### src/rtl/flex_pkg.sv
// Shared constants and helpers for the glove flex-sensor input conditioner.
// Status word bit positions are fixed by the processor's MMIO register map.
package flex_pkg;

  localparam int unsigned STATUS_W = 32;
  localparam int unsigned HOLD_W   = 12;
  localparam int unsigned HOLD_MAX = 4095;

  localparam int unsigned ST_LVL_R      = 0;
  localparam int unsigned ST_LVL_L      = 1;
  localparam int unsigned ST_PRESS_R    = 2;
  localparam int unsigned ST_PRESS_L    = 3;
  localparam int unsigned ST_REL_R      = 4;
  localparam int unsigned ST_REL_L      = 5;
  localparam int unsigned ST_HOLD_R_LSB = 8;
  localparam int unsigned ST_HOLD_L_LSB = 20;

  // Saturating hold increment: a long press pins at HOLD_MAX instead of wrapping.
  function automatic logic [HOLD_W-1:0] hold_inc(input logic [HOLD_W-1:0] h);
    return (h == HOLD_W'(HOLD_MAX)) ? h : h + HOLD_W'(1);
  endfunction

endpackage

### src/rtl/flex_channel.sv
// One glove channel: pin synchronizer, polarity fix, debounce, edge pulses
// and a prescaled, saturating hold-duration counter.
module flex_channel
  import flex_pkg::*;
#(
  parameter int unsigned DEBOUNCE_CYCLES = 500000,
  parameter int unsigned HOLD_TICK       = 50000,
  parameter bit          ACTIVE_HIGH     = 1'b1
) (
  input  logic              clock,
  input  logic              rst_n,
  input  logic              pin,
  output logic              stable,
  output logic              press_pulse,
  output logic              release_pulse,
  output logic [HOLD_W-1:0] hold
);

  localparam int unsigned DB_W = $clog2(DEBOUNCE_CYCLES);
  localparam int unsigned PS_W = (HOLD_TICK > 1) ? $clog2(HOLD_TICK) : 1;
  localparam logic [DB_W-1:0] DB_LAST = DB_W'(DEBOUNCE_CYCLES - 1);
  localparam logic [PS_W-1:0] PS_LAST = PS_W'(HOLD_TICK - 1);

  logic            sync_q1;
  logic            sync_q2;
  logic [DB_W-1:0] db_q;
  logic [PS_W-1:0] presc_q;
  logic            s_c;
  logic            flip_c;

  assign s_c    = ACTIVE_HIGH ? sync_q2 : ~sync_q2;
  // Level change is accepted on the DEBOUNCE_CYCLES-th consecutive differing sample.
  assign flip_c = (s_c != stable) && (db_q == DB_LAST);

  always_ff @(posedge clock or negedge rst_n) begin
    if (!rst_n) begin
      sync_q1       <= 1'b0;
      sync_q2       <= 1'b0;
      db_q          <= '0;
      stable        <= 1'b0;
      press_pulse   <= 1'b0;
      release_pulse <= 1'b0;
      presc_q       <= '0;
      hold          <= '0;
    end else begin
      sync_q1       <= pin;
      sync_q2       <= sync_q1;
      press_pulse   <= flip_c & ~stable;
      release_pulse <= flip_c & stable;

      if (s_c == stable) begin
        db_q <= '0;
      end else if (flip_c) begin
        db_q   <= '0;
        stable <= ~stable;
      end else begin
        db_q <= db_q + DB_W'(1);
      end

      // Hold restarts on press, counts ticks while pressed, freezes while released.
      if (flip_c && !stable) begin
        presc_q <= '0;
        hold    <= '0;
      end else if (stable) begin
        if (presc_q == PS_LAST) begin
          presc_q <= '0;
          hold    <= hold_inc(hold);
        end else begin
          presc_q <= presc_q + PS_W'(1);
        end
      end else begin
        presc_q <= '0;
      end
    end
  end

endmodule

### src/rtl/flex_input_conditioner.sv
// Two-channel glove flex-sensor conditioner: per-channel debounce/hold plus
// read-clear event latches and a registered 32-bit status word for polling.
module flex_input_conditioner
  import flex_pkg::*;
#(
  parameter int unsigned DEBOUNCE_CYCLES = 500000,
  parameter int unsigned HOLD_TICK       = 50000,
  parameter bit          ACTIVE_HIGH     = 1'b1
) (
  input  logic                clock,
  input  logic                reset,
  input  logic                flex_right,
  input  logic                flex_left,
  input  logic                status_rd,
  output logic [STATUS_W-1:0] status_word,
  output logic                press_irq
);

  logic [1:0]          rst_sync_q;
  logic                rst_n;
  logic                stable_r, stable_l;
  logic                press_r, press_l;
  logic                rel_r, rel_l;
  logic [HOLD_W-1:0]   hold_r, hold_l;
  logic [1:0]          press_evt_q, rel_evt_q;
  logic [1:0]          press_evt_d, rel_evt_d;
  logic [STATUS_W-1:0] status_d;

  // Async assert, synchronous release of the internal reset.
  always_ff @(posedge clock or negedge reset) begin
    if (!reset) begin
      rst_sync_q <= 2'b00;
    end else begin
      rst_sync_q <= {rst_sync_q[0], 1'b1};
    end
  end

  assign rst_n = rst_sync_q[1];

  flex_channel #(
    .DEBOUNCE_CYCLES(DEBOUNCE_CYCLES),
    .HOLD_TICK      (HOLD_TICK),
    .ACTIVE_HIGH    (ACTIVE_HIGH)
  ) u_right (
    .clock        (clock),
    .rst_n        (rst_n),
    .pin          (flex_right),
    .stable       (stable_r),
    .press_pulse  (press_r),
    .release_pulse(rel_r),
    .hold         (hold_r)
  );

  flex_channel #(
    .DEBOUNCE_CYCLES(DEBOUNCE_CYCLES),
    .HOLD_TICK      (HOLD_TICK),
    .ACTIVE_HIGH    (ACTIVE_HIGH)
  ) u_left (
    .clock        (clock),
    .rst_n        (rst_n),
    .pin          (flex_left),
    .stable       (stable_l),
    .press_pulse  (press_l),
    .release_pulse(rel_l),
    .hold         (hold_l)
  );

  // A new event in the read cycle wins over the read-clear.
  always_comb begin
    press_evt_d = {press_l, press_r} | (press_evt_q & ~{2{status_rd}});
    rel_evt_d   = {rel_l, rel_r}     | (rel_evt_q   & ~{2{status_rd}});

    status_d                                = '0;
    status_d[ST_LVL_R]                      = stable_r;
    status_d[ST_LVL_L]                      = stable_l;
    status_d[ST_PRESS_R]                    = press_evt_d[0];
    status_d[ST_PRESS_L]                    = press_evt_d[1];
    status_d[ST_REL_R]                      = rel_evt_d[0];
    status_d[ST_REL_L]                      = rel_evt_d[1];
    status_d[ST_HOLD_R_LSB +: HOLD_W]       = hold_r;
    status_d[ST_HOLD_L_LSB +: HOLD_W]       = hold_l;
  end

  always_ff @(posedge clock or negedge rst_n) begin
    if (!rst_n) begin
      press_evt_q <= 2'b00;
      rel_evt_q   <= 2'b00;
      status_word <= '0;
      press_irq   <= 1'b0;
    end else begin
      press_evt_q <= press_evt_d;
      rel_evt_q   <= rel_evt_d;
      status_word <= status_d;
      press_irq   <= |press_evt_d;
    end
  end

endmodule

### config.mk
export PLATFORM = sky130hd
export DESIGN_NAME = flex_input_conditioner
export DESIGN_NICKNAME = d
export VERILOG_FILES = /design/src/rtl/flex_pkg.sv /design/src/rtl/flex_channel.sv /design/src/rtl/flex_input_conditioner.sv
export SDC_FILE = /design/constraint.sdc
export NUM_CORES = 1
export LEC_CHECK = 0
export ABC_AREA = 1
export CORE_MARGIN = 2
export CORE_UTILIZATION = 35
export CTS_BUF_LIST = sky130_fd_sc_hd__clkbuf_8
export CTS_CLUSTER_DIAMETER = 30
export DETAILED_ROUTE_END_ITERATION = 10
export SLEW_MARGIN = 0
export SYNTH_ARGS = -nofsm -noshare
export SYNTH_HDL_FRONTEND = slang
export SYNTH_HIERARCHICAL = 1
export SYNTH_SLANG_ARGS = --single-unit
export TNS_END_PERCENT = 30
### constraint.sdc
create_clock -name clock -period 5.2 [get_ports clock]
set_input_delay 1.04 -clock clock [delete_from_list [all_inputs] [get_ports clock]]
set_output_delay 1.04 -clock clock [all_outputs]
set_load 0.005 [all_outputs]
==> results.toml <==
[status]
status = "finished clean"

[setup_path]
crit_type = "flip-flop to output pin"
cp_max_fo = 2
crit_family = "buffers and inverters"
crit_path_start_kind = "flip-flop"
path_buf_inv = 1
cpPeakStageDelay_ps = 540
critPathRequiredTime_ps = 4160
cpMaxStageDelayCell = "clkdlybuf4s50_1"
worstPathArrival_ps = 1390
rr_startpoint = "u_right/presc_q[0]"
cp-end-kind = "output pin"
startpoint = "status_word[3]"
crit_chain = "clkdlybuf4s50_1"

[timing]
relSlewSlack_pct = 45.0
drv_slew = 0
timing_worst_slew_pin_value_ps = 819
setup_viol = 0
fin_ws_ps = 2770
period_minus_slack_ps = 2430
max_freq_mhz = 411
hold_viol = 0
fin_crit_sh_pct = 46.8
tns_ps = 0
final.setup_skew_ps = 13.4
rsz0062_at_grt = "no"
fin_hold_ws_ps = 229

[final_layout]
antenna_cells = 0
layout_commonest_cell = "nand2_1"
fin_nets = 871
layout-drive-gt1-share_pct = 8.71
stdcell_area_sq_um = 7590
area_delta_synth_final_pct = 15.0
final_cell_mix = "171 x nand2_1, 156 x nor2_1, 136 x dfrtp_1, 110 x inv_1, 56 x nand3_1"
finalNonFillerCells = 1107

[global_routing]
grt_pass1_vias = 4873
grt_usage_pct = 14.2
grt_overflow = 0
antenna_found_initial = 1
grt_first_pass_wirelength_microns = 22800
grt_max_degree = 67

[logic_synthesis]
yosysSeqAreaShare_pct = 51.9
synthArstFlopShare_pct = 100
synth_edf_count = 0
ys_ff_latch = 137
synthFlopType = "dfrtp_1"
synth_cell_types = 31
syn_area_sq_um = 6600
yosysWarnings = 6
avgSynthCellArea_sq_um = 8.12
synth_cells = 813

[place]
place_inst = 1075
dpl-instance-area_sq_um = 7190
dp_hpwl_microns = 9480
gp_congestion = 0.837
io_buffers = 35
dp_slack_ps = 3210

[clock_tree]
cts_resized = 0
clk_latency_ps = 450
ctsLongestPathBuffers = 2
cts-root-buf = "clkbuf_8"
cts_inserted_buffers = 17
cts_setup_buffers = 0
cts_sinks = 137
cts_hold_buf = 0
cts_tree = "done"
clkTransAtPathRegs_ps = 80
htree_levels = 4

[floorplanning]
die_w_microns = 141
die_h_microns = 141
floorplan.initialDensity_pct = 35.5
core_area_sq_um = 18600
rows = 50
dieArea_sq_um = 20000
io_pins = 38

[route]
ant_nets = 0
routedWlPerCell_microns = 11.8
drtIter0Drc = 346
routed_via_density = 4.64
drtPass1Iterations = 5
drc = 0
vias = 5140
routed_wl_microns = 13100

[pwr]
irDropWorstVdd_uv = 195
powerDensity_nw_per_um2 = 263
p_leak_uw = 0.00348

[job]
cap_viol_max_count = 0

[worst_hold_path]
holdCritPathClass = "flip-flop to asynchronous set/reset pin"
sequential cells by signal, indices dropped and copies added, names as in the netlist, 2 cells and up:
| signal | cells |
|---|---|
| u_right/presc_q | 16 |
| status_word | 28 |
| u_left/hold | 12 |
| u_right/db_q | 19 |
| u_right/hold | 12 |
| u_left/presc_q | 16 |
| u_left/db_q | 19 |
| rst_sync_q | 2 |
through the flow:
stage	power, uW	util, %
detailed placement	1140	38.7
finish	2000	40.9
global route	2090	40.9
CTS	2030	40.9
floorplan	1120	-
global placement	1140	38.7
worst paths after layout:
| kind | to | slack (ps) | cells past startpoint |
|---|---|---|---|
| setup / recovery | status_word[3] | 2770 | 1 |
| hold / removal | u_left/hold[11] | 230 | 0 |
| setup reg to reg | u_right/hold[5] | 3330 | 8 |
| hold reg to reg | u_left/hold[11] | 230 | 0 |
| max in group asynchronous | u_left/db_q[14] | 3840 | 1 |
| min in group clock | rst_sync_q[1] | 350 | 0 |
synthesized netlist by cell type (6+ instances only):
cell type | number | area share, %
nor3_1 | 30 | 2.3
nor2_1 | 156 | 8.9
xor2_1 | 8 | 1.1
nand3_1 | 56 | 4.2
nand4_1 | 14 | 1.3
o21ai_0 | 20 | 1.5
nand2_1 | 171 | 9.7
xnor2_1 | 10 | 1.3
dfrtp_1 | 137 | 52
nor2_2 | 12 | 1.1
nand2_2 | 6 | 0.57
a21oi_1 | 32 | 2.4
inv_1 | 110 | 6.3
ha_1 | 6 | 1.1
worst register-to-register path: cells and delay by family (launching register included):
family	cells	cell delay, ps
adder cells (fa/ha/maj)	1	190
flip-flops	1	370
AND/OR/NAND/NOR	7	1220
metal layers:
layer,share of wire [%],global-route usage (%),up-vias
met5,0,0,-
met4,1.4,4.74,0
met1,51,20.4,2408
met2,44,21.1,76
met3,3.7,3.41,16
li1,-,-,2640
final cells by class:
class / count / area [sq um]
Clock inverter: 13 / 143
Inverter: 113 / 424
Clock buffer: 19 / 262
Sequential cell: 137 / 3430
Tap cell: 234 / 293
Multi-Input combinational cell: 554 / 2670
Timing Repair Buffer: 37 / 365
Fill cell: 1868 / 11000
kinds of logic (layout without fill, tap and decap cells):
family | Yosys count | count (layout) | share of synthesized area, %
flip-flops | 137 | 137 | 51.9
XOR/XNOR | 20 | 20 | 2.88
buffers and inverters | 123 | 182 | 7.64
AO/OA/AOI/OAI | 60 | 60 | 4.89
adder cells (fa/ha/maj) | 6 | 6 | 1.14
AND/OR/NAND/NOR | 465 | 465 | 31.4
other | 2 | 3 | 0.114
power by group:
group,internal [uW],switching (uW)
Combinational,8.91,29.0
Clock,454,426
Sequential,1070,7.89
Total,1530,462
No activity file was read; power rests on OpenSTA's default activity.
